## config.mk

```make
export PLATFORM = sky130hd
export DESIGN_NAME = wb_config_readback
export DESIGN_NICKNAME = d
export VERILOG_FILES = /design/src/rtl/wb_config_readback.sv
export SDC_FILE = /design/constraint.sdc
export NUM_CORES = 1
export LEC_CHECK = 0
export ABC_CLOCK_PERIOD_IN_PS = 5210
export CORE_UTILIZATION = 57
export DETAILED_ROUTE_END_ITERATION = 16
export MAX_ROUTING_LAYER = met4
export PLACE_DENSITY = 0.92
export RECOVER_POWER = 50
export SYNTH_ARGS = -nofsm -noshare
export SYNTH_HDL_FRONTEND = slang
export SYNTH_SLANG_ARGS = --single-unit
```

## constraint.sdc

```tcl
create_clock -name wb_clk_i -period 5.21 [get_ports wb_clk_i]
set_input_delay 1.3025 -clock wb_clk_i [delete_from_list [all_inputs] [get_ports wb_clk_i]]
set_output_delay 1.3025 -clock wb_clk_i [all_outputs]
set_load 0.01 [all_outputs]
```

## src/rtl/wb_config_readback.sv

```systemverilog
// Wishbone readback of the fabric configuration chain: shifts, packs to 32-bit words, buffers in a FIFO.
// Latency: ack one cycle after a selected strobe; a word is pushed on the edge its last bit is sampled.
// Backpressure: a full word FIFO holds shift enable low; shifting resumes the cycle after a DATA pop.

module sync_fifo #(
    parameter int WIDTH = 32,
    parameter int DEPTH = 4
) (
    input  logic                     clk,
    input  logic                     rst,
    input  logic                     wr_vld,
    input  logic [WIDTH-1:0]         wr_dat,
    input  logic                     rd_rdy,
    output logic [WIDTH-1:0]         rd_dat,
    output logic                     full,
    output logic                     empty,
    output logic [$clog2(DEPTH):0]   level
);
    localparam int AW = $clog2(DEPTH);

    logic [WIDTH-1:0] mem [DEPTH];
    logic [AW-1:0]    wptr;
    logic [AW-1:0]    rptr;
    logic             do_wr;
    logic             do_rd;

    assign full   = (level == (AW+1)'(DEPTH));
    assign empty  = (level == '0);
    assign do_wr  = wr_vld & ~full;
    assign do_rd  = rd_rdy & ~empty;
    assign rd_dat = mem[rptr];

    always_ff @(posedge clk) begin
        if (do_wr) begin
            mem[wptr] <= wr_dat;
        end
    end

    always_ff @(posedge clk) begin
        if (rst) begin
            wptr  <= '0;
            rptr  <= '0;
            level <= '0;
        end else begin
            if (do_wr) wptr <= wptr + AW'(1);
            if (do_rd) rptr <= rptr + AW'(1);
            case ({do_wr, do_rd})
                2'b10:   level <= level + (AW+1)'(1);
                2'b01:   level <= level - (AW+1)'(1);
                default: level <= level;
            endcase
        end
    end
endmodule

module wb_config_readback #(
    parameter logic [31:0] BASE_ADDR  = 32'h3000_0100,
    parameter int          FIFO_DEPTH = 4,
    parameter int          CNT_W      = 20
) (
    input  logic        wb_clk_i,
    input  logic        wb_rst_i,
    input  logic        wbs_cyc_i,
    input  logic        wbs_stb_i,
    input  logic        wbs_we_i,
    input  logic [3:0]  wbs_sel_i,
    input  logic [31:0] wbs_adr_i,
    input  logic [31:0] wbs_dat_i,
    output logic        wbs_ack_o,
    output logic [31:0] wbs_dat_o,
    output logic        cfg_shift_en_o,
    input  logic        cfg_sout_i,
    output logic        cfg_sin_o,
    output logic        irq_o
);
    localparam int LW = $clog2(FIFO_DEPTH) + 1;

    typedef enum logic [1:0] {IDLE, SHIFT, DONE} state_t;

    state_t           state;
    state_t           state_nxt;
    logic [CNT_W-1:0] len;
    logic [CNT_W-1:0] bitcnt;
    logic [31:0]      pack;
    logic [31:0]      word_nxt;
    logic             done;
    logic             underflow;

    logic        acc, wr, rd;
    logic [1:0]  off;
    logic        ctrl_wr, start_req, abort_req, clear_req, pop_req;
    logic        last_bit, push, pop;
    logic        full, empty;
    logic [LW-1:0] level;
    logic [31:0] head;
    logic [31:0] rdata;
    logic        unused_ok;

    assign unused_ok = ^{wbs_sel_i, wbs_adr_i[1:0], wbs_dat_i};

    // One access per two cycles: a strobe is only accepted while ack is low.
    assign acc = wbs_cyc_i & wbs_stb_i & (wbs_adr_i[31:4] == BASE_ADDR[31:4]) & ~wbs_ack_o;
    assign wr  = acc & wbs_we_i;
    assign rd  = acc & ~wbs_we_i;
    assign off = wbs_adr_i[3:2];

    assign ctrl_wr   = wr & (off == 2'd0);
    assign abort_req = ctrl_wr & wbs_dat_i[1];
    assign start_req = ctrl_wr & wbs_dat_i[0] & ~wbs_dat_i[1];
    assign clear_req = ctrl_wr & wbs_dat_i[2];
    assign pop_req   = rd & (off == 2'd3);

    assign cfg_shift_en_o = (state == SHIFT) & ~full;
    assign cfg_sin_o      = cfg_shift_en_o & cfg_sout_i;
    assign irq_o          = done;

    // Pack bits above bitcnt are always zero, so OR-ing in the new bit also zero-pads a short word.
    assign word_nxt = pack | (32'(cfg_sout_i) << bitcnt[4:0]);
    assign last_bit = (bitcnt == len - CNT_W'(1));
    assign push     = cfg_shift_en_o & ((bitcnt[4:0] == 5'd31) | last_bit);
    assign pop      = pop_req & ~empty;

    sync_fifo #(.WIDTH(32), .DEPTH(FIFO_DEPTH)) u_fifo (
        .clk    (wb_clk_i),
        .rst    (wb_rst_i),
        .wr_vld (push),
        .wr_dat (word_nxt),
        .rd_rdy (pop),
        .rd_dat (head),
        .full   (full),
        .empty  (empty),
        .level  (level)
    );

    always_comb begin
        state_nxt = state;
        case (state)
            IDLE:    if (start_req) state_nxt = (len != '0) ? SHIFT : DONE;
            SHIFT: begin
                if (abort_req)                        state_nxt = IDLE;
                else if (cfg_shift_en_o && last_bit)  state_nxt = DONE;
            end
            DONE:    state_nxt = IDLE;
            default: state_nxt = IDLE;
        endcase
    end

    always_comb begin
        rdata = '0;
        case (off)
            2'd1:    rdata = {{(32-CNT_W){1'b0}}, len};
            2'd2:    rdata = {16'h0, 8'(level), 5'h0, underflow, done, (state != IDLE)};
            2'd3:    rdata = empty ? 32'h0 : head;
            default: rdata = '0;
        endcase
    end

    always_ff @(posedge wb_clk_i) begin
        if (wb_rst_i) begin
            state     <= IDLE;
            wbs_ack_o <= 1'b0;
            wbs_dat_o <= '0;
            len       <= '0;
            bitcnt    <= '0;
            pack      <= '0;
            done      <= 1'b0;
            underflow <= 1'b0;
        end else begin
            state     <= state_nxt;
            wbs_ack_o <= acc;
            wbs_dat_o <= rd ? rdata : 32'h0;

            if (wr && off == 2'd1 && state == IDLE) begin
                len <= wbs_dat_i[CNT_W-1:0];
            end

            if (state == IDLE && start_req) begin
                bitcnt <= '0;
                pack   <= '0;
            end else if (cfg_shift_en_o) begin
                bitcnt <= bitcnt + CNT_W'(1);
                pack   <= push ? 32'h0 : word_nxt;
            end

            if ((state == IDLE && start_req) || clear_req) begin
                done <= 1'b0;
            end else if (state == DONE && !abort_req) begin
                done <= 1'b1;
            end

            if (clear_req) begin
                underflow <= 1'b0;
            end else if (pop_req && empty) begin
                underflow <= 1'b1;
            end
        end
    end
endmodule

```

Word-level counts from Yosys, hierarchy flattened
Memory sizes are Yosys's and may differ from the RTL's. A register that Yosys moved wholly into a read port is not among the register bits.
Cells that the tools add are included.

word-level totals
  memory bits (writable) = 128
  flip-flop bits (word level) = 116
  memories = 1

operators by class
  shift operators = 1
  bitwise logic cells = 25
  add/sub/neg operators = 6
  reductions and logical operators = 19
  muxes and demuxes = 13
  eq/ne operators = 13

memories
  name        depth  width  read ports  clocked after memory_dff  write ports  line  source
  u_fifo.mem  4      32     1           1                         1            21    logic [WIDTH-1:0] mem [DEPTH];

operator list
  operator                                               number
  case mux 32 bit (3 select lines)                       1
  two-way mux 32 bit                                     2
  OR 32 bit                                              1
  left shift 1 x 5 -> 32 bit                             1
  equality test 28 x 26 -> 1 bit, second input constant  1
  adder 20 x 1 -> 20 bit, second input constant          1
  equality test 20 bit                                   1
  nonzero test 20 bit                                    1
  subtractor 20 x 1 -> 20 bit, second input constant     1
  bitwise AND 1 bit                                      17
  two-way mux 2 bit                                      6
  equality test 2 bit, second input constant             4
  OR reduction 2 bit                                     4
  equality test 2 x 1 -> 1 bit, second input constant    3
  logical AND 1 bit                                      6
  NOT 1 bit                                              6
  case mux 3 bit (2 select lines)                        1
  equality test 5 bit, second input constant             1
  adder 2 x 1 -> 2 bit, second input constant            2
  logical NOT 2 bit                                      2
  case mux 2 bit (2 select lines)                        1
  nonzero test 2 bit                                     2
  adder 3 x 1 -> 3 bit, second input constant            1
  equality test 3 bit, second input constant             1
  9 further kinds                                        10

Depth between registers and ports, before layout
Gate-level depths: netlist (run 1).

  depth in word-level cells = 10
  gate-level depth with buffers = 17

Modules after synthesis
From an unflattened synthesis (run 1), not the netlist that was laid out.

second synthesis, totals
  cells, all modules = 832
  area, all modules = 10400.0 um2

by module, submodules not included
  module              instances  cells an instance  area an instance (um2)
  wb_config_readback  1          611                5253.8
  sync_fifo           1          221                5146.2

Least setup slack after synthesis (run 1)
OpenSTA, ideal clock, no wires.

  path kind = register -> register
  from = reg len[0]
  to = mem u_fifo.mem[0][0] (enable)
  setup time = 0.425 ns
  period minus slack after synthesis = 4.347 ns
  data arrival time = 3.922 ns
  path slack = 0.863 ns
  cell stages (with the launch flop) = 13
  required time = 4.785 ns
  path through = dfxtp_1 inv_1 ha_1 or4b_4 buf_6 nor2_8 xor2_1 nor4_1 nor3_2 nor4_4 buf_6 nor2_2 nor2b_1

between the ends
  cells in the longest elaborated chain, start to end = 7

ends and longest elaborated chain
  item                                     line  source
  start: declaration                       82    logic [CNT_W-1:0] len;
  start signal: assignment                 174   len <= wbs_dat_i[CNT_W-1:0];
  subtractor 20 x 1 -> 20 bit              119   assign last_bit = (bitcnt == len - CNT_W'(1));
  equality test 20 bit                     119
  OR 1 bit                                 120   assign push = cfg_shift_en_o & ((bitcnt[4:0] == 5'd31) | last_bit);
  bitwise AND 1 bit                        120
  bitwise AND 1 bit                        29    assign do_wr = wr_vld & ~full;
  two-way mux 1 bit                        34    if (do_wr) begin
  two-way mux 1 bit (implied by the code)  35    mem[wptr] <= wr_dat;
  end: declaration                         21

No other way between the ends.

Worst setup path in the final report (run 1)
  from = in wbs_adr_i[11]
  to = reg pack[24]

between the ends
  cells in the longest elaborated chain, start to end = 9

ends and longest elaborated chain
  item                            line  source
  start: declaration              67    input logic [31:0] wbs_adr_i,
  equality test 28 x 26 -> 1 bit  102   assign acc = wbs_cyc_i & wbs_stb_i & (wbs_adr_i[31:4] == BASE_ADDR[31:4]) & ~wbs_ack_o;
  bitwise AND 1 bit (2 in a row)  102
  bitwise AND 1 bit               103   assign wr = acc & wbs_we_i;
  bitwise AND 1 bit               107   assign ctrl_wr = wr & (off == 2'd0);
  bitwise AND 1 bit (2 in a row)  109   assign start_req = ctrl_wr & wbs_dat_i[0] & ~wbs_dat_i[1];
  logical AND 1 bit               177   if (state == IDLE && start_req) begin
  OR reduction 2 bit (no line)    n/a
  end signal: assignment          182   pack <= push ? 32'h0 : word_nxt;
  end: declaration                84    logic [31:0] pack;

No other way between the ends.
A chain may end at the register's enable or synchronous reset.

==> impl_metrics.prom, run 1 <==
# TYPE chip_impl_metric gauge
chip_impl_metric{name="clkLatencyLatePin",unit="ps"} 530
chip_impl_info{name="synth_top_flop_cell",value="sky130_fd_sc_hd__edfxtp_1"} 1
chip_impl_metric{name="synth_mux_area_frac",unit=""} 0.0905
chip_impl_info{name="critical_path_class",value="in -> reg"} 1
chip_impl_metric{name="gr_usage_total",unit=""} 0.263
chip_impl_info{name="type_of_the_most_critical_hold_path",value="reg -> reg"} 1
chip_impl_metric{name="global_route.overflow_total",unit=""} 0
chip_impl_metric{name="yosys.area_share.adder",unit=""} 0.0115
chip_impl_metric{name="antenna_violations_before_repair",unit=""} 0
chip_impl_metric{name="die_height",unit="um"} 137
chip_impl_metric{name="synth_compound_gate_area_share",unit=""} 0.0904
chip_impl_metric{name="drt_pre_antenna_iters",unit=""} 6
chip_impl_metric{name="fmaxAchievable",unit="GHz"} 0.225
chip_impl_metric{name="worst_pin_slew",unit="ps"} 1430
chip_impl_metric{name="drc_errors",unit=""} 0
chip_impl_metric{name="average_instance_area_after_synthesis",unit="um^2"} 12.6
chip_impl_metric{name="grt_first_pass_wirelength",unit="mm"} 36.8
chip_impl_metric{name="timing.slew.headroom",unit=""} 0.0492
chip_impl_metric{name="drt-wirelength-per-cell",unit="um"} 20.2
chip_impl_info{name="critical_path.startpoint_type",value="primary input"} 1
chip_impl_metric{name="floorplan.io_pins",unit=""} 110
chip_impl_metric{name="ys_ff_latch",unit=""} 246
chip_impl_metric{name="drt.antenna.violating_nets",unit=""} 0
chip_impl_metric{name="timing.final.crit_period",unit="ps"} 4450
chip_impl_metric{name="timing.final.hold_violations",unit=""} 0
chip_impl_metric{name="synthesis.instances",unit=""} 832
chip_impl_metric{name="numClockSinks",unit=""} 246
chip_impl_info{name="outcome",value="completed"} 1
chip_impl_metric{name="critical_path_fanout_max",unit=""} 15
chip_impl_info{name="cts_root_buffer",value="sky130_fd_sc_hd__clkbuf_16"} 1
chip_impl_metric{name="synth_simple_gate_area_share",unit=""} 0.144
chip_impl_metric{name="critPathRequiredTime",unit="ps"} 5580
chip_impl_metric{name="initialDrtViolationCount",unit=""} 804
chip_impl_metric{name="cp.arrival",unit="ps"} 4820
chip_impl_metric{name="first_global_vias",unit=""} 7151
chip_impl_metric{name="nNetsFinal",unit=""} 999
chip_impl_metric{name="areaGrowthSynthToFinish",unit="%"} 17.6
chip_impl_metric{name="synth-xor-area-share",unit=""} 0.0399
chip_impl_metric{name="totalPowerFinal",unit="mW"} 3.84
chip_impl_metric{name="antenna-diode-count",unit=""} 0
chip_impl_info{name="rsz0062_at_grt",value="no"} 1
chip_impl_metric{name="yosysUniqueCellTypes",unit=""} 70
chip_impl_metric{name="syn-cell-area",unit="um^2"} 10400
chip_impl_metric{name="synth_warnings",unit=""} 0
chip_impl_metric{name="routabilityCongestion",unit=""} 0.906
chip_impl_metric{name="hold_slack",unit="ps"} 460
chip_impl_metric{name="fp.dieW",unit="um"} 137
chip_impl_metric{name="detailedPlacementHpwl",unit="mm"} 15.3
chip_impl_metric{name="routed-via-count",unit=""} 7143
chip_impl_metric{name="cts-htree-levels",unit=""} 1
chip_impl_metric{name="clock_tree.buffer_depth",unit=""} 3
chip_impl_metric{name="yosysSeqAreaShare",unit=""} 0.594
chip_impl_metric{name="critical_path.max_stage_delay",unit="ps"} 810
chip_impl_metric{name="synth_async_sr_flop_share",unit=""} 0
chip_impl_info{name="slowest_stage",value="sky130_fd_sc_hd__nor4b_1"} 1
chip_impl_metric{name="grt_max_degree",unit=""} 36
chip_impl_info{name="cp_top_family",value="simple AND/OR/NAND/NOR gates"} 1
chip_impl_metric{name="synth_edf_count",unit=""} 128
chip_impl_metric{name="post_route_cells_drive_above_1_share",unit=""} 0.126
chip_impl_metric{name="die_area",unit="um^2"} 18900
chip_impl_metric{name="io_buffer_count",unit=""} 91
chip_impl_metric{name="start_util",unit=""} 0.582
chip_impl_info{name="tritoncts",value="done"} 1
chip_impl_metric{name="numCtsBuffers",unit=""} 25
chip_impl_metric{name="core_region_area",unit="um^2"} 18000
chip_impl_metric{name="vdd_drop_max",unit="mV"} 0.301
chip_impl_metric{name="fill_cells",unit=""} 1163
chip_impl_metric{name="setup_violations",unit=""} 0
chip_impl_metric{name="hold_buffers",unit=""} 0
chip_impl_metric{name="power_per_cell_area",unit="nW/um^2"} 313
chip_impl_info{name="combinational_family_with_the_most_area_after_synthesis",value="simple AND/OR/NAND/NOR gates"} 1
chip_impl_info{name="final_cell_mix",value="sky130_fd_sc_hd__edfxtp_1, sky130_fd_sc_hd__dfxtp_1, sky130_fd_sc_hd__nor2_1"} 1
chip_impl_metric{name="critPathBufInv",unit=""} 2
chip_impl_metric{name="cts.repair_timing.setup_buffer_count",unit=""} 0
chip_impl_metric{name="cts-resized-gates",unit=""} 0
chip_impl_info{name="layout.cells.most_common",value="sky130_fd_sc_hd__edfxtp_1"} 1
chip_impl_metric{name="fin_skew",unit="ps"} 9.22
chip_impl_metric{name="synth_fp_nets",unit=""} 915
chip_impl_metric{name="setup-tns-final",unit="ps"} 0
chip_impl_info{name="cp_cell_sequence",value="dlygate4sd3_1, or4_1, nor4_1, nand4_1, nor4b_1, a21o_1, buf_4, nor4_2"} 1
chip_impl_metric{name="static-leakage-power",unit="nW"} 4.59
chip_impl_metric{name="clkTransAtPathRegs",unit="ps"} 60
chip_impl_metric{name="routed_via_density",unit=""} 6.14
chip_impl_metric{name="drv_slew",unit=""} 0
chip_impl_info{name="end_kind",value="register"} 1
chip_impl_metric{name="routed_wl",unit="mm"} 23.5
chip_impl_metric{name="postLayoutCoreUtil",unit=""} 0.684
chip_impl_metric{name="max_cap_viol_count",unit=""} 0
chip_impl_metric{name="core.rowCount",unit=""} 49
chip_impl_metric{name="min_period_over_period",unit=""} 0.854
==> sequential cells by signal (all words and copies together) (netlist names), named ones only <==
| register | flops |
|---|---|
| pack | 32 |
| underflow | 1 |
| bitcnt | 20 |
| irq_o | 1 |
| wbs_dat_o | 32 |
| u_fifo.level | 3 |
| u_fifo.mem | 128 |
| len | 20 |
| u_fifo.wptr | 2 |
| state | 2 |
| wbs_ack_o | 1 |
| u_fifo.rptr | 2 |
==> per-layer routing <==
layer | vias to the layer above | share of wire | track usage
met1 | 3470 | 0.39 | 0.322
li1 | 3229 | - | -
met3 | 68 | 0.081 | 0.0500
met2 | 376 | 0.50 | 0.431
met4 | 0 | 0.032 | 0.105
met5 | - | 0 | -
==> power breakdown <==
part	total [mW]	internal [mW]	switching, mW
logic	0.0716	0.0417	0.0299
clock network	1.75	1.02	0.737
registers	2.02	2.02	0.0000000000675
==> worst register-to-register path: stages, from the launching register on <==
cell	delay, ps
sky130_fd_sc_hd__dfxtp_1	370
sky130_fd_sc_hd__inv_1	110
sky130_fd_sc_hd__ha_1	260
sky130_fd_sc_hd__or4b_4	580
sky130_fd_sc_hd__nor2_8	180
sky130_fd_sc_hd__xor2_1	80
sky130_fd_sc_hd__nor4_1	300
sky130_fd_sc_hd__nor3_2	90
sky130_fd_sc_hd__nor4_1	820
sky130_fd_sc_hd__nor2_2	210
sky130_fd_sc_hd__ha_1	290
sky130_fd_sc_hd__inv_1	80
sky130_fd_sc_hd__fa_1	190
sky130_fd_sc_hd__xor2_1	80
sky130_fd_sc_hd__or3_1	310
sky130_fd_sc_hd__a21oi_1	160
==> path summary, 6_finish.rpt <==
check | to | start | slack, ps | cells past startpoint
setup / recovery | pack[24] | wbs_adr_i[11] | 760 | 8
hold / removal | pack[21] | pack[21] | 460 | 1
setup reg to reg | u_fifo.level[2] | len[0] | 1030 | 15
hold reg to reg | pack[21] | pack[21] | 460 | 1
==> cell families (layout without fill, tap and decap cells) <==
kind of cell,Yosys count,after routing
AOI/OAI and AO/OA,141,141
xor gates and xnor gates,46,46
adders and majority gates,9,9
buffers and inverters,68,171
DFF,246,246
muxes,54,54
and+or+nand+nor,268,268
==> synth_stat cells, types with 15 or more instances <==
cell | count | area [um^2]
sky130_fd_sc_hd__o21bai_1 | 16 | 120
sky130_fd_sc_hd__nor2_1 | 100 | 375
sky130_fd_sc_hd__inv_1 | 18 | 67.6
sky130_fd_sc_hd__edfxtp_1 | 128 | 3840
sky130_fd_sc_hd__a22oi_1 | 15 | 113
sky130_fd_sc_hd__nand2_1 | 33 | 124
sky130_fd_sc_hd__xnor2_1 | 17 | 149
sky130_fd_sc_hd__o21a_1 | 17 | 128
sky130_fd_sc_hd__dfxtp_1 | 118 | 2360
sky130_fd_sc_hd__o21ai_0 | 21 | 105
sky130_fd_sc_hd__and3_1 | 18 | 113
sky130_fd_sc_hd__xor2_1 | 28 | 245
sky130_fd_sc_hd__mux4_2 | 32 | 721
sky130_fd_sc_hd__mux2i_1 | 21 | 210
sky130_fd_sc_hd__clkbuf_1 | 27 | 101
sky130_fd_sc_hd__a21oi_1 | 33 | 165
sky130_fd_sc_hd__nor3_1 | 15 | 75.1
==> through the flow <==
step	cell area [um^2]	setup WS (ps)	instances
final	12300	759	1164
after detailed placement	11500	541	1118
after global placement	11500	634	1118
after CTS	12300	1070	1164
after floorplan	10400	863	832
after global routing	12300	386	1164
==> area by class of cell <==
cell class                      count  area [um^2]  area share
Tap cell                          229          287      0.0233
Timing Repair Buffer              105         1010      0.0821
Clock inverter                     12          123     0.00998
Inverter                           20         75.1     0.00611
Sequential cell                   246         6210       0.505
Clock buffer                       34          679      0.0553
Multi-Input combinational cell    518         3910       0.318
(Power assumes the default switching activity.)
==> run 2, diff against run 1 <==
--- a/config.mk
+++ b/config.mk
@@ -6,10 +6,11 @@
 export NUM_CORES = 1
 export LEC_CHECK = 0
 export ABC_CLOCK_PERIOD_IN_PS = 5210
-export CORE_UTILIZATION = 57
+export CORE_UTILIZATION = 59
+export CTS_BUF_LIST = sky130_fd_sc_hd__clkbuf_8
 export DETAILED_ROUTE_END_ITERATION = 16
 export MAX_ROUTING_LAYER = met4
-export PLACE_DENSITY = 0.92
+export PLACE_DENSITY = 0.95
 export RECOVER_POWER = 50
 export SYNTH_ARGS = -nofsm -noshare
 export SYNTH_HDL_FRONTEND = slang
==> impl_metrics.prom, run 2 (synthesis gave the netlist of run 1 again) <==
# TYPE chip_impl_metric gauge
chip_impl_info{name="cts_root_buffer",value="sky130_fd_sc_hd__clkbuf_8"} 1
chip_impl_metric{name="drt.antenna.violating_nets",unit=""} 0
chip_impl_metric{name="detailedPlacementHpwl",unit="mm"} 15.5
chip_impl_info{name="type_of_the_most_critical_hold_path",value="reg -> reg"} 1
chip_impl_metric{name="core_region_area",unit="um^2"} 17300
chip_impl_metric{name="numCtsBuffers",unit=""} 39
chip_impl_metric{name="clock_tree.buffer_depth",unit=""} 3
chip_impl_metric{name="hold_buffers",unit=""} 0
chip_impl_metric{name="combinational_share_of_power",unit=""} 0.020
chip_impl_metric{name="swShare",unit=""} 0.214
chip_impl_metric{name="power_report.internal_total",unit="mW"} 2.86
chip_impl_metric{name="areaGrowthSynthToFinish",unit="%"} 17.1
chip_impl_metric{name="routabilityCongestion",unit=""} 0.904
chip_impl_metric{name="die_area",unit="um^2"} 18200
chip_impl_metric{name="worst_pin_slew",unit="ps"} 1460
chip_impl_metric{name="timing.reg2reg.setup_slack",unit="ps"} 570
chip_impl_metric{name="vdd_drop_max",unit="mV"} 0.215
chip_impl_metric{name="critical_path_fanout_max",unit=""} 22
chip_impl_info{name="reg.largest.list",value="u_fifo.mem: 128 flops, pack: 32 flops, wbs_dat_o: 32 flops"} 1
chip_impl_info{name="critical_path_class",value="reg -> reg"} 1
chip_impl_metric{name="antenna_violations_before_repair",unit=""} 0
chip_impl_metric{name="numClockSinks",unit=""} 246
chip_impl_metric{name="antenna-diode-count",unit=""} 0
chip_impl_metric{name="routed-via-count",unit=""} 7258
chip_impl_info{name="critical_path.reg2reg.endpoint",value="pack[23]"} 1
chip_impl_metric{name="grt_first_pass_wirelength",unit="mm"} 38.2
chip_impl_info{name="final_cell_mix",value="sky130_fd_sc_hd__edfxtp_1, sky130_fd_sc_hd__dfxtp_1, sky130_fd_sc_hd__nor2_1"} 1
chip_impl_metric{name="switchingPower",unit="mW"} 0.779
chip_impl_metric{name="power_per_cell_area",unit="nW/um^2"} 297
chip_impl_info{name="timing.critical_path.to",value="pack[23]"} 1
chip_impl_metric{name="die_height",unit="um"} 135
chip_impl_metric{name="cts-htree-levels",unit=""} 2
chip_impl_info{name="regMostFlops",value="u_fifo.mem"} 1
chip_impl_metric{name="drc_errors",unit=""} 0
chip_impl_metric{name="clkTransAtPathRegs",unit="ps"} 60
chip_impl_metric{name="cts-resized-gates",unit=""} 0
chip_impl_metric{name="setup_violations",unit=""} 0
chip_impl_metric{name="setup-tns-final",unit="ps"} 0
chip_impl_metric{name="largest_register_ff_count",unit=""} 128
chip_impl_metric{name="fin_skew",unit="ps"} 19.7
chip_impl_metric{name="timing.slew.headroom",unit=""} 0.0285
chip_impl_metric{name="start_util",unit=""} 0.604
chip_impl_info{name="end_kind",value="register"} 1
chip_impl_metric{name="fill_cells",unit=""} 1159
chip_impl_metric{name="drt-wirelength-per-cell",unit="um"} 20.6
chip_impl_metric{name="hold_depth",unit=""} 1
chip_impl_metric{name="clkLatencyLatePin",unit="ps"} 550
chip_impl_metric{name="routed_wl",unit="mm"} 24.5
chip_impl_metric{name="drt_pre_antenna_iters",unit=""} 5
chip_impl_metric{name="detailed_place.area",unit="um^2"} 11500
chip_impl_metric{name="critPathRequiredTime",unit="ps"} 5640
chip_impl_metric{name="clkPwrFrac",unit=""} 0.426
chip_impl_metric{name="global_route.overflow_total",unit=""} 0
chip_impl_info{name="layout.cells.most_common",value="sky130_fd_sc_hd__edfxtp_1"} 1
chip_impl_metric{name="cp.arrival",unit="ps"} 5070
chip_impl_info{name="r2r-start",value="len[0]"} 1
chip_impl_info{name="setup.worst_path.start",value="len[0]"} 1
chip_impl_info{name="outcome",value="completed"} 1
chip_impl_metric{name="initialDrtViolationCount",unit=""} 759
chip_impl_info{name="critical_path.startpoint_type",value="register"} 1
chip_impl_metric{name="core.rowCount",unit=""} 48
chip_impl_metric{name="floorplan.io_pins",unit=""} 110
chip_impl_metric{name="first_global_vias",unit=""} 7180
chip_impl_metric{name="postLayoutCoreUtil",unit=""} 0.707
chip_impl_info{name="tritoncts",value="done"} 1
chip_impl_metric{name="min_period_over_period",unit=""} 0.891
chip_impl_metric{name="cts.repair_timing.setup_buffer_count",unit=""} 0
chip_impl_metric{name="gr_usage_total",unit=""} 0.283
chip_impl_metric{name="fp.dieW",unit="um"} 135
chip_impl_metric{name="drv_slew",unit=""} 0
chip_impl_metric{name="finalInstanceArea",unit="um^2"} 12200
chip_impl_metric{name="timing.final.hold_violations",unit=""} 0
chip_impl_metric{name="nNetsFinal",unit=""} 1015
chip_impl_metric{name="grt_max_degree",unit=""} 36
chip_impl_metric{name="power.sequential.fraction",unit=""} 0.555
chip_impl_metric{name="reg2reg_depth",unit=""} 11
chip_impl_metric{name="static-leakage-power",unit="nW"} 4.63
chip_impl_metric{name="timing.final.crit_period",unit="ps"} 4640
chip_impl_metric{name="hold_slack",unit="ps"} 460
chip_impl_metric{name="fmaxAchievable",unit="GHz"} 0.216
chip_impl_metric{name="io_buffer_count",unit=""} 91
chip_impl_metric{name="max_cap_viol_count",unit=""} 0
chip_impl_metric{name="post_route_cells_drive_above_1_share",unit=""} 0.138
chip_impl_info{name="rsz0062_at_grt",value="no"} 1
chip_impl_metric{name="routed_via_density",unit=""} 6.11
-- run 2: changes by cell type in the layout (fill, tap and decap cells not counted), moves of 2 or more --
cell / delta
sky130_fd_sc_hd__clkbuf_8: +43
sky130_fd_sc_hd__clkbuf_16: -25
sky130_fd_sc_hd__inv_1: +11
sky130_fd_sc_hd__clkbuf_1: -6
sky130_fd_sc_hd__clkinv_1: +5
sky130_fd_sc_hd__clkinv_2: +3
sky130_fd_sc_hd__bufinv_16: -2
sky130_fd_sc_hd__inv_6: -2
sky130_fd_sc_hd__inv_8: +2
-- run 2: routing by layer --
layer  track usage  up-vias  part of all wire
met5             -        -                 0
met4         0.103        0             0.025
met3        0.0499       59             0.069
met2         0.480      359              0.51
met1         0.341     3558              0.39
li1              -     3282                 -
-- run 2: worst min-delay path by stage --
stage,start,to,slack [ps]
2_1_floorplan,pack[3],pack[3],430
3_3_place_gp,pack[11],pack[11],440
3_5_place_dp,pack[3],pack[3],450
4_1_cts,pack[3],pack[3],460
5_1_grt,pack[11],pack[11],490
6_report,pack[3],pack[3],460
-- run 2: power by group through the flow --
stage	logic, mW	registers (mW)	clock network (mW)
floorplan	0.0215	2.06	0
global placement	0.0698	2.06	0
detailed placement	0.0711	2.06	0
CTS	0.0718	2.02	1.57
global route	0.0758	2.02	1.65
finish	0.0711	2.02	1.55
-- run 2: layout make-up --
cell class / instances / area, um^2 / area share
Clock buffer: 45 / 619 / 0.0506
Clock inverter: 27 / 126 / 0.0103
Inverter: 20 / 75.1 / 0.00614
Multi-Input combinational cell: 518 / 3900 / 0.319
Sequential cell: 246 / 6210 / 0.508
Tap cell: 225 / 282 / 0.0230
Timing Repair Buffer: 107 / 1020 / 0.0834
-- run 2: stage by stage --
stage | total power, mW | setup WS (ps) | cells
floorplan | 2.08 | 863 | 832
global placement | 2.13 | 620 | 1116
detailed placement | 2.13 | 496 | 1116
CTS | 3.66 | 1060 | 1188
global route | 3.74 | 457 | 1188
finish | 3.64 | 570 | 1188
-- run 2: worst max-delay path: stages (launching register included) --
cell and delay, ps:
sky130_fd_sc_hd__dfxtp_1 380, sky130_fd_sc_hd__inv_1 110, sky130_fd_sc_hd__ha_1 270, sky130_fd_sc_hd__or4b_4 590, sky130_fd_sc_hd__nor2_8 170, sky130_fd_sc_hd__xor2_1 90
sky130_fd_sc_hd__nor4_1 360, sky130_fd_sc_hd__nor3_2 90, sky130_fd_sc_hd__nor4_1 820, sky130_fd_sc_hd__clkbuf_1 1120, sky130_fd_sc_hd__nor3_4 290, sky130_fd_sc_hd__o21a_1 230
==> run 3, diff against run 2 <==
--- a/config.mk
+++ b/config.mk
@@ -6,11 +6,14 @@
 export NUM_CORES = 1
 export LEC_CHECK = 0
 export ABC_CLOCK_PERIOD_IN_PS = 5210
-export CORE_UTILIZATION = 59
+export CELL_PAD_IN_SITES_DETAIL_PLACEMENT = 1
+export CELL_PAD_IN_SITES_GLOBAL_PLACEMENT = 2
+export CORE_UTILIZATION = 40
 export CTS_BUF_LIST = sky130_fd_sc_hd__clkbuf_8
+export CTS_CLUSTER_SIZE = 24
 export DETAILED_ROUTE_END_ITERATION = 16
 export MAX_ROUTING_LAYER = met4
-export PLACE_DENSITY = 0.95
+export PLACE_DENSITY = 0.93
 export RECOVER_POWER = 50
 export SYNTH_ARGS = -nofsm -noshare
 export SYNTH_HDL_FRONTEND = slang
==> impl_metrics.prom, run 3 (synthesis gave the netlist of run 1 again) <==
# TYPE chip_impl_metric gauge
chip_impl_info{name="outcome",value="complete, but fails checks"} 1
chip_impl_info{name="violations",value="max-capacitance violations, max-slew violations"} 1
chip_impl_metric{name="critical_path_fanout_max",unit=""} 6
chip_impl_info{name="setup.worst_path.start",value="wbs_adr_i[11]"} 1
chip_impl_metric{name="floorplan.io_pins",unit=""} 110
chip_impl_metric{name="static-leakage-power",unit="nW"} 4.74
chip_impl_metric{name="min_period_over_period",unit=""} 0.859
chip_impl_metric{name="max_cap_viol_count",unit=""} 2
chip_impl_info{name="critPathMostFrequentCell",value="sky130_fd_sc_hd__nor4_1"} 1
chip_impl_info{name="layout.cells.most_common",value="sky130_fd_sc_hd__edfxtp_1"} 1
chip_impl_metric{name="routabilityCongestion",unit=""} 0.822
chip_impl_metric{name="routed_via_density",unit=""} 5.46
chip_impl_metric{name="final_critical_path_setup_slack",unit="ps"} 732
chip_impl_info{name="cts_root_buffer",value="sky130_fd_sc_hd__clkbuf_8"} 1
chip_impl_metric{name="drv_slew",unit=""} 21
chip_impl_metric{name="fmaxAchievable",unit="GHz"} 0.223
chip_impl_metric{name="grt_first_pass_wirelength",unit="mm"} 42.0
chip_impl_info{name="rsz0062_at_grt",value="no"} 1
chip_impl_info{name="type_of_the_most_critical_hold_path",value="reg -> reg"} 1
chip_impl_metric{name="worst_pin_slew",unit="ps"} 1560
chip_impl_info{name="slowest_stage",value="sky130_fd_sc_hd__nor4_1"} 1
chip_impl_info{name="end_kind",value="register"} 1
chip_impl_metric{name="die_area",unit="um^2"} 26800
chip_impl_metric{name="clock_tree.buffer_depth",unit=""} 3
chip_impl_info{name="critical_path_class",value="in -> reg"} 1
chip_impl_metric{name="post_route_cells_drive_above_1_share",unit=""} 0.151
chip_impl_metric{name="critPathRequiredTime",unit="ps"} 5670
chip_impl_metric{name="hold_depth",unit=""} 1
chip_impl_metric{name="clkLatencyLatePin",unit="ps"} 550
chip_impl_metric{name="core.rowCount",unit=""} 58
chip_impl_info{name="critical_path.startpoint_type",value="primary input"} 1
chip_impl_info{name="cp_cell_sequence",value="dlygate4sd3_1, or4_1, nor4_1, nand4_1, nor4_1, ha_1, inv_1, fa_1, xor2_1, or3_1, a21oi_1"} 1
chip_impl_metric{name="detailedPlacementHpwl",unit="mm"} 17.7
chip_impl_metric{name="ff_latch_area",unit="um^2"} 6210
chip_impl_info{name="reg.largest.list",value="u_fifo.mem: 128 flops, pack: 32 flops, wbs_dat_o: 32 flops"} 1
chip_impl_metric{name="drt_pre_antenna_iters",unit=""} 4
chip_impl_metric{name="numClockSinks",unit=""} 246
chip_impl_metric{name="critical_path.max_stage_delay",unit="ps"} 610
chip_impl_metric{name="timing.final.hold_violations",unit=""} 0
chip_impl_metric{name="areaGrowthSynthToFinish",unit="%"} 20.4
chip_impl_metric{name="setup-tns-final",unit="ps"} 0
chip_impl_metric{name="grt_max_degree",unit=""} 33
chip_impl_metric{name="drt.antenna.violating_nets",unit=""} 0
chip_impl_metric{name="cp.arrival",unit="ps"} 4940
chip_impl_metric{name="postLayoutCoreUtil",unit=""} 0.495
chip_impl_info{name="r2r-start",value="len[0]"} 1
chip_impl_metric{name="timing.final.crit_period",unit="ps"} 4480
chip_impl_metric{name="preCtsSetupSlack",unit="ps"} 492
chip_impl_metric{name="drt-wirelength-per-cell",unit="um"} 20.4
chip_impl_metric{name="antenna_violations_before_repair",unit=""} 0
chip_impl_metric{name="power_per_cell_area",unit="nW/um^2"} 320
chip_impl_metric{name="numCtsBuffers",unit=""} 41
chip_impl_metric{name="cts.repair_timing.setup_buffer_count",unit=""} 0
chip_impl_metric{name="cts-resized-gates",unit=""} 0
chip_impl_metric{name="start_util",unit=""} 0.411
chip_impl_metric{name="reg2reg_depth",unit=""} 11
chip_impl_metric{name="hold_buffers",unit=""} 0
chip_impl_metric{name="initialDrtViolationCount",unit=""} 405
chip_impl_metric{name="hold_slack",unit="ps"} 462
chip_impl_metric{name="global_route.overflow_total",unit=""} 0
chip_impl_metric{name="core_region_area",unit="um^2"} 25400
chip_impl_metric{name="vdd_drop_max",unit="mV"} 0.168
chip_impl_metric{name="io_buffer_count",unit=""} 91
chip_impl_metric{name="fill_cells",unit=""} 2605
chip_impl_info{name="regMostFlops",value="u_fifo.mem"} 1
chip_impl_metric{name="drc_errors",unit=""} 0
chip_impl_info{name="final_cell_mix",value="sky130_fd_sc_hd__edfxtp_1, sky130_fd_sc_hd__dfxtp_1, sky130_fd_sc_hd__nor2_1"} 1
chip_impl_metric{name="totalPowerFinal",unit="mW"} 4.02
chip_impl_info{name="worst_hold_startpoint",value="pack[27]"} 1
chip_impl_metric{name="nNetsFinal",unit=""} 1018
chip_impl_metric{name="routed_wl",unit="mm"} 26.5
chip_impl_metric{name="cts-htree-levels",unit=""} 2
chip_impl_metric{name="largest_register_ff_count",unit=""} 128
chip_impl_info{name="tritoncts",value="done"} 1
chip_impl_metric{name="gr_usage_total",unit=""} 0.210
chip_impl_metric{name="multiInputGateArea",unit="um^2"} 3920
chip_impl_metric{name="routed-via-count",unit=""} 7081
chip_impl_metric{name="die_height",unit="um"} 164
chip_impl_metric{name="antenna-diode-count",unit=""} 0
chip_impl_metric{name="fp.dieW",unit="um"} 164
chip_impl_metric{name="clkTransAtPathRegs",unit="ps"} 60
chip_impl_metric{name="first_global_vias",unit=""} 7658
chip_impl_metric{name="timing.slew.headroom",unit=""} -0.0410
chip_impl_metric{name="fin_skew",unit="ps"} 25.9
chip_impl_metric{name="setup_violations",unit=""} 0
==> run 3: power by group <==
| group | total (mW) | internal [mW] | switching [mW] |
|---|---|---|---|
| registers | 2.02 | 2.02 | 0.0000000000675 |
| clock network | 1.93 | 1.13 | 0.801 |
| logic | 0.0731 | 0.0422 | 0.0309 |
==> run 3: critical path: cells and delay by family <==
family                   cells  cell delay (ps)
AND/OR/NAND/NOR              5             2030
adder cells (fa/ha/maj)      2              680
buffers and inverters        2              580
AO/OA/AOI/OAI                1              180
XOR/XNOR                     1              160
==> run 3: final timing paths <==
path | end | slack (ps)
max | u_fifo.level[2] | 730
min | pack[27] | 460
max reg2reg | pack[3] | 980
min reg2reg | pack[27] | 460
==> run 3: area by class of cell <==
class / count / area share
clock buffers: 43 / 0.0471
clock inverters: 33 / 0.0275
inverters: 20 / 0.00597
multi-input cells: 518 / 0.311
flip-flops and latches: 246 / 0.494
well taps: 330 / 0.0328
repair buffers: 108 / 0.0817
==> run 3: metal layers <==
metal | vias up | track usage | routed length, um
met1 | 3584 | 0.257 | 11400
met2 | 161 | 0.357 | 13500
met5 | - | - | 0
met4 | 0 | 0.0690 | 638
li1 | 3278 | - | -
met3 | 58 | 0.0322 | 1020
==> run 3: through the flow <==
step                      area [um^2]  std cells
final                           12600       1298
after CTS                       12600       1298
after global routing            12600       1298
after detailed placement        11700       1222
after floorplan                 10400        832
after global placement          11700       1222
